`config.mk`:
```
export PLATFORM = sky130hd
export DESIGN_NAME = uart_rx_deframer_flat
export DESIGN_NICKNAME = d
export VERILOG_FILES = /design/src/rtl/uart_rx_deframer_if.sv /design/src/rtl/uart_rx_deframer.sv /design/src/flat_wrapper.sv
export SDC_FILE = /design/constraint.sdc
export NUM_CORES = 1
export LEC_CHECK = 0
export BUFFER_PORTS_ARGS = -buffer_cell sky130_fd_sc_hd__buf_2
export CAP_MARGIN = 30
export CORE_MARGIN = 2
export CORE_UTILIZATION = 33
export CTS_BUF_LIST = sky130_fd_sc_hd__clkbuf_2 sky130_fd_sc_hd__clkbuf_4 sky130_fd_sc_hd__clkbuf_8
export DETAILED_ROUTE_END_ITERATION = 7
export HOLD_SLACK_MARGIN = 0.06
export PLACE_DENSITY_LB_ADDON = 0.08
export SLEW_MARGIN = 20
export SYNTH_ARGS = -nofsm -noshare
export SYNTH_HDL_FRONTEND = slang
export SYNTH_SLANG_ARGS = --single-unit
```
`constraint.sdc`:
```
create_clock -name clk -period 2.1 [get_ports clk]
set_clock_uncertainty 0.2 [all_clocks]
set_input_delay 0.42 -clock clk [delete_from_list [all_inputs] [get_ports clk]]
set_output_delay 0.42 -clock clk [all_outputs]
set_load 0.01 [all_outputs]
```
`src/rtl/uart_rx_deframer_if.sv`:
```
// Byte handshake between the serial deframer (master) and the byte consumer (slave).
interface uart_rx_deframer_if;
  logic       rx_valid;
  logic [7:0] rx_data;
  logic       rx_ready;

  modport master (output rx_valid, output rx_data, input rx_ready);
  modport slave  (input rx_valid, input rx_data, output rx_ready);
endinterface

```
`src/rtl/uart_rx_deframer.sv`:
```
// 8N1 asynchronous serial deframer with a one-byte holding register on a valid/ready
// byte handshake. Define UART_RX_DEFRAMER_PARITY_EN for 8E1 frames with parity checking.
module uart_rx_deframer #(
  parameter int CYCLES_PER_BIT = 434
) (
  input  logic               clk,
  input  logic               reset,
  input  logic               uart_rxd,
  uart_rx_deframer_if.master rx,
  output logic               frame_err,
  output logic               overrun
);
  localparam int CNT_W = $clog2(CYCLES_PER_BIT);
  localparam logic [CNT_W-1:0] HALF_LAST = CNT_W'(CYCLES_PER_BIT / 2 - 1);
  localparam logic [CNT_W-1:0] BIT_LAST  = CNT_W'(CYCLES_PER_BIT - 1);
  localparam logic [CNT_W-1:0] CNT_ONE   = CNT_W'(1);

  typedef enum logic [2:0] {
    WAIT_HIGH = 3'd0,
    IDLE      = 3'd1,
    START     = 3'd2,
    DATA      = 3'd3,
`ifdef UART_RX_DEFRAMER_PARITY_EN
    PARITY    = 3'd4,
`endif
    STOP      = 3'd5
  } state_t;

  state_t           state_r, state_s;
  logic [1:0]       sync_r;
  logic             rxd_s;
  logic [CNT_W-1:0] cnt_r, cnt_s;
  logic [2:0]       idx_r, idx_s;
  logic [7:0]       shift_r, shift_s;
  logic             deliver_s, fail_s, accept_s;
  logic             rx_valid_r, rx_valid_s;
  logic [7:0]       rx_data_r, rx_data_s;
  logic             frame_err_r, overrun_r, overrun_s;

`ifdef UART_RX_DEFRAMER_PARITY_EN
  function automatic logic even_parity(input logic [7:0] d);
    return ^d;
  endfunction
`endif

  assign rxd_s    = sync_r[1];
  assign accept_s = rx_valid_r && rx.rx_ready;

  // Two-flop synchronizer; resets to the idle (high) line level.
  always_ff @(posedge clk) begin
    if (reset) begin
      sync_r <= 2'b11;
    end else begin
      sync_r <= {sync_r[0], uart_rxd};
    end
  end

  // Deframer state, bit-time counter, bit index and shift register.
  always_ff @(posedge clk) begin
    if (reset) begin
      state_r <= WAIT_HIGH;
      cnt_r   <= '0;
      idx_r   <= 3'd0;
      shift_r <= 8'h00;
    end else begin
      state_r <= state_s;
      cnt_r   <= cnt_s;
      idx_r   <= idx_s;
      shift_r <= shift_s;
    end
  end

  // Next-state logic; every sample point is a terminal count of cnt.
  always_comb begin
    state_s   = state_r;
    cnt_s     = cnt_r;
    idx_s     = idx_r;
    shift_s   = shift_r;
    deliver_s = 1'b0;
    fail_s    = 1'b0;
    case (state_r)
      WAIT_HIGH: begin
        if (rxd_s) state_s = IDLE;
        else       state_s = WAIT_HIGH;
      end
      IDLE: begin
        if (!rxd_s) begin
          state_s = START;
          cnt_s   = '0;
        end else begin
          state_s = IDLE;
        end
      end
      START: begin
        if (cnt_r == HALF_LAST) begin
          cnt_s = '0;
          idx_s = 3'd0;
          // A start bit that is high again at its midpoint was a glitch.
          if (rxd_s) state_s = IDLE;
          else       state_s = DATA;
        end else begin
          cnt_s = cnt_r + CNT_ONE;
        end
      end
      DATA: begin
        if (cnt_r == BIT_LAST) begin
          cnt_s          = '0;
          shift_s[idx_r] = rxd_s;
          if (idx_r == 3'd7) begin
`ifdef UART_RX_DEFRAMER_PARITY_EN
            state_s = PARITY;
`else
            state_s = STOP;
`endif
          end else begin
            idx_s = idx_r + 3'd1;
          end
        end else begin
          cnt_s = cnt_r + CNT_ONE;
        end
      end
`ifdef UART_RX_DEFRAMER_PARITY_EN
      PARITY: begin
        if (cnt_r == BIT_LAST) begin
          cnt_s = '0;
          if (rxd_s != even_parity(shift_r)) begin
            fail_s  = 1'b1;
            state_s = WAIT_HIGH;
          end else begin
            state_s = STOP;
          end
        end else begin
          cnt_s = cnt_r + CNT_ONE;
        end
      end
`endif
      STOP: begin
        if (cnt_r == BIT_LAST) begin
          cnt_s = '0;
          if (rxd_s) begin
            deliver_s = 1'b1;
            state_s   = IDLE;
          end else begin
            // Low stop bit: wait for the line to return high so a break is one error.
            fail_s  = 1'b1;
            state_s = WAIT_HIGH;
          end
        end else begin
          cnt_s = cnt_r + CNT_ONE;
        end
      end
      default: begin
        state_s = WAIT_HIGH;
        cnt_s   = '0;
        idx_s   = 3'd0;
      end
    endcase
  end

  // Holding register: a load in the same cycle as an accept replaces the old byte.
  always_comb begin
    rx_valid_s = rx_valid_r;
    rx_data_s  = rx_data_r;
    overrun_s  = 1'b0;
    if (deliver_s) begin
      if (!rx_valid_r || accept_s) begin
        rx_valid_s = 1'b1;
        rx_data_s  = shift_r;
      end else begin
        overrun_s = 1'b1;
      end
    end else if (accept_s) begin
      rx_valid_s = 1'b0;
    end else begin
      rx_valid_s = rx_valid_r;
    end
  end

  // Registered outputs; error pulses last exactly one cycle.
  always_ff @(posedge clk) begin
    if (reset) begin
      rx_valid_r  <= 1'b0;
      rx_data_r   <= 8'h00;
      frame_err_r <= 1'b0;
      overrun_r   <= 1'b0;
    end else begin
      rx_valid_r  <= rx_valid_s;
      rx_data_r   <= rx_data_s;
      frame_err_r <= fail_s;
      overrun_r   <= overrun_s;
    end
  end

  assign rx.rx_valid = rx_valid_r;
  assign rx.rx_data  = rx_data_r;
  assign frame_err   = frame_err_r;
  assign overrun     = overrun_r;
endmodule

```
`src/flat_wrapper.sv`:
```
// flat-port wrapper written by rule: the top's interface ports become plain ports
module uart_rx_deframer_flat 
#(
  parameter int CYCLES_PER_BIT = 434
)
  (clk, reset, uart_rxd, frame_err, overrun, rx_rx_valid, rx_rx_data, rx_rx_ready);
  uart_rx_deframer_if rx_i ();
  input  logic clk;
  input  logic reset;
  input  logic uart_rxd;
  output logic frame_err;
  output logic overrun;
  output wire logic [$bits(rx_i.rx_valid)-1:0] rx_rx_valid;
  output wire logic [$bits(rx_i.rx_data)-1:0] rx_rx_data;
  input wire logic [$bits(rx_i.rx_ready)-1:0] rx_rx_ready;
  assign rx_rx_valid = rx_i.rx_valid;
  assign rx_rx_data = rx_i.rx_data;
  assign rx_i.rx_ready = rx_rx_ready;
  uart_rx_deframer #(.CYCLES_PER_BIT(CYCLES_PER_BIT)) u_core (.clk(clk), .reset(reset), .uart_rxd(uart_rxd), .rx(rx_i), .frame_err(frame_err), .overrun(overrun));
endmodule
```
==> key figures <==
GRT
  • First-pass GRT wire length: 7.48 mm
  • Pin count of the biggest net entering global routing: 20
  • Total global-route track usage: 15.5%
  • Initial antenna violation count: 0
  • Total grt overflow: 0
  • Vias in the first global route: 1535

CTS
  • Post_cts resized: 0
  • CTS tree: yes
  • Reg clk slew, reported paths: 0.07 ns
  • Clk buf depth: 2
  • CTS Hold Bufs: 0
  • CTS sink count: 36
  • Postcts setup bufs: 0
  • Total CTS buffers: 5
  • Worst skew pair latency: 0.29 ns
  • Root buf cell: clkbuf_8
  • H-tree depth: 2

Floorplan
  • Core box area: 5140 um2
  • FP Rows: 26
  • Die Width: 77.4 um
  • Die area: 5990 um2
  • Die H: 77.4 um
  • I/O pin count: 15
  • Initial Util: 34.6%

Power
  • P_leak: 0.691 nW
  • PD cells: around 680 nW/um2
  • Peak VDD IR: about 340 uV

Worst setup path
  • Critical path, cell by cell: ha_1, nand4b_1, nor4_2, nand4_1, a21oi_1
  • Worst path arrival time: 1.99 ns
  • Startpoint Class: flop
  • Crit path largest cell delay: approximately 0.51 ns
  • Worst path slowest cell: nor4_2
  • Data required time of the critical path: 2.12 ns
  • Worst setup EP type: flop
  • CP max FO: 5
  • CP Class: flop to flop

Detailed routing
  • Final WL: 4.43 mm
  • Vias per cell: 5.30
  • Initial DRC Count: 163
  • WL/cell: 15.0 um
  • Antenna Nets Post-Route: 0
  • Drc violations: 0
  • Routed vias: 1564
  • First drt pass iteration count: 4

Cells and area
  • Synthesis-to-finish area growth: 14.3%
  • Commonest cells after routing, fill and taps aside: dfxtp_1 (36), a21oi_1 (23), nand3_1 (21)
  • # nets final: 233
  • Diodes inserted: 0
  • Share of post-route cells with drive strength above 1: 17.3%
  • Commonest non-fill, non-tap cell in the layout: dfxtp_1

Timing
  • Final hold vios: 0
  • Tcrit/Tclk final: 93.5%
  • Final setup viols: 0
  • WHS: 0.113 ns
  • TNS Setup: 0 ns
  • RSZ-0062 raised after global routing: no
  • Slew headroom: 68.3%
  • Tmin final: 1.96 ns
  • Peak Freq: 509 MHz
  • Worst slew pin tran: between 0.4 and 0.5 ns
  • Fin. max-slew vios: 0

Outcome
  • Status: finished, final reports clean

Yosys
  • #FFs+latches synth: 36
  • Post-synth EDFFs: 0
  • Cell Area, Synth: about 1800 um2
  • Most used flip-flop cell after synthesis: dfxtp_1
  • Synth Net Count: 219
  • Part of the Yosys area used for sequential elements: 40.6%
  • Syn avg cell area: about 8.5 um2
  • Distinct cells, synth: 42
  • Post-synth ARST share: 0%
  • Synth warnings: 0
  • Post-synthesis cell count: 210

Run
  • Number of max-cap violations: 0

Worst hold path
  • Worst hold path class: input port to flop

Place
  • DP HPWL: 3.19 mm
  • Port bufs: 14
  • RePlAce Congestion: 0.886
## synthesized netlist by cell type, types with 2 or more instances
cell type   n  area [um2]
or2_2       3        18.8
and3_1      5        31.3
a211oi_1    5        37.5
nor4_2      2        25.0
nand2_1     9        33.8
dfxtp_1    36         721
a31o_1      3        26.3
nand2b_1    6        37.5
xnor2_1     8        70.1
buf_4       2        15.0
nor2_1     12        45.0
o21ai_0    17        85.1
nor2b_1     3        18.8
nor3_1      5        25.0
nand4_1     5        31.3
clkbuf_1    5        18.8
nand4bb_1   2        22.5
inv_1       7        26.3
buf_2       5        25.0
a21oi_1    23         115
nand3_1    22         110
ha_1        5        62.6
## sequential cells by signal, summed over array words and instances, names as in the netlist
name                cells
u_core.cnt_r            9
u_core.frame_err        1
u_core.idx_r            3
u_core.overrun          1
u_core.rx.rx_data       8
u_core.rx.rx_valid      1
u_core.shift_r          8
u_core.state_r          3
u_core.sync_r           2
## final timing paths
kind	start	end	slack (ns)	cells past startpoint
max	u_core.cnt_r[0]	u_core.shift_r[3]	0.14	5
min	uart_rxd	u_core.sync_r[0]	0.11	2
max reg2reg	u_core.cnt_r[0]	u_core.shift_r[3]	0.14	5
min reg2reg	u_core.sync_r[0]	u_core.sync_r[1]	0.21	1
## layout make-up
class,count,area (um2)
timing repair buffer,19,108
fill,558,3110
inverter,7,26.3
sequential,36,721
clock buffer,6,76.3
clock inverter,2,35.0
multi-input combinational,155,977
tap,70,87.6
## per-layer routing
layer  share of wire (%)  track usage (%)  vias to the layer above  wire [um]
met1                  49             20.3                      749       2170
met2                  47             25.5                       20       2090
met5                   0                0                        -          0
li1                    -                -                      789          -
met3                 2.1             2.44                        6         92
met4                 1.6             6.43                        0         69
## logic make-up after synthesis
kind of cell / share of synthesized area, %
AND/OR/NAND/NOR: 26.8
XOR/XNOR: 3.94
AO/OA/AOI/OAI: 19.8
flip-flops: 40.6
buffers and inverters: 4.79
adder cells (fa/ha/maj): 3.52
multiplexers: 0.563
## report_power, final
group | total, mW | switching, mW | leakage, nW | internal, mW
sequential | 0.695 | 0.00743 | 0.291 | 0.687
clock | 0.622 | 0.256 | 0.0586 | 0.365
combinational | 0.0630 | 0.0425 | 0.341 | 0.0205
## critical path, delay by kind of cell (launching register included)
family	cells	cell delay, ns
compound gates	1	0.16
fa+ha+maj	1	0.19
flops	1	0.42
simple gates	3	0.93
## through the flow
stage	power (mW)	setup slack (ns)	instances	instance area (um2)	utilization, %
floorplan	0.754	0.291	210	1780	-
detailed placement	0.773	0.133	287	1910	37.2
CTS	1.39	0.112	295	2020	39.4
global route	1.43	0.00124	295	2030	39.5
finish	1.38	0.136	295	2030	39.5
global placement	0.771	0.195	287	1910	37.2
(Power assumes the default switching activity.)
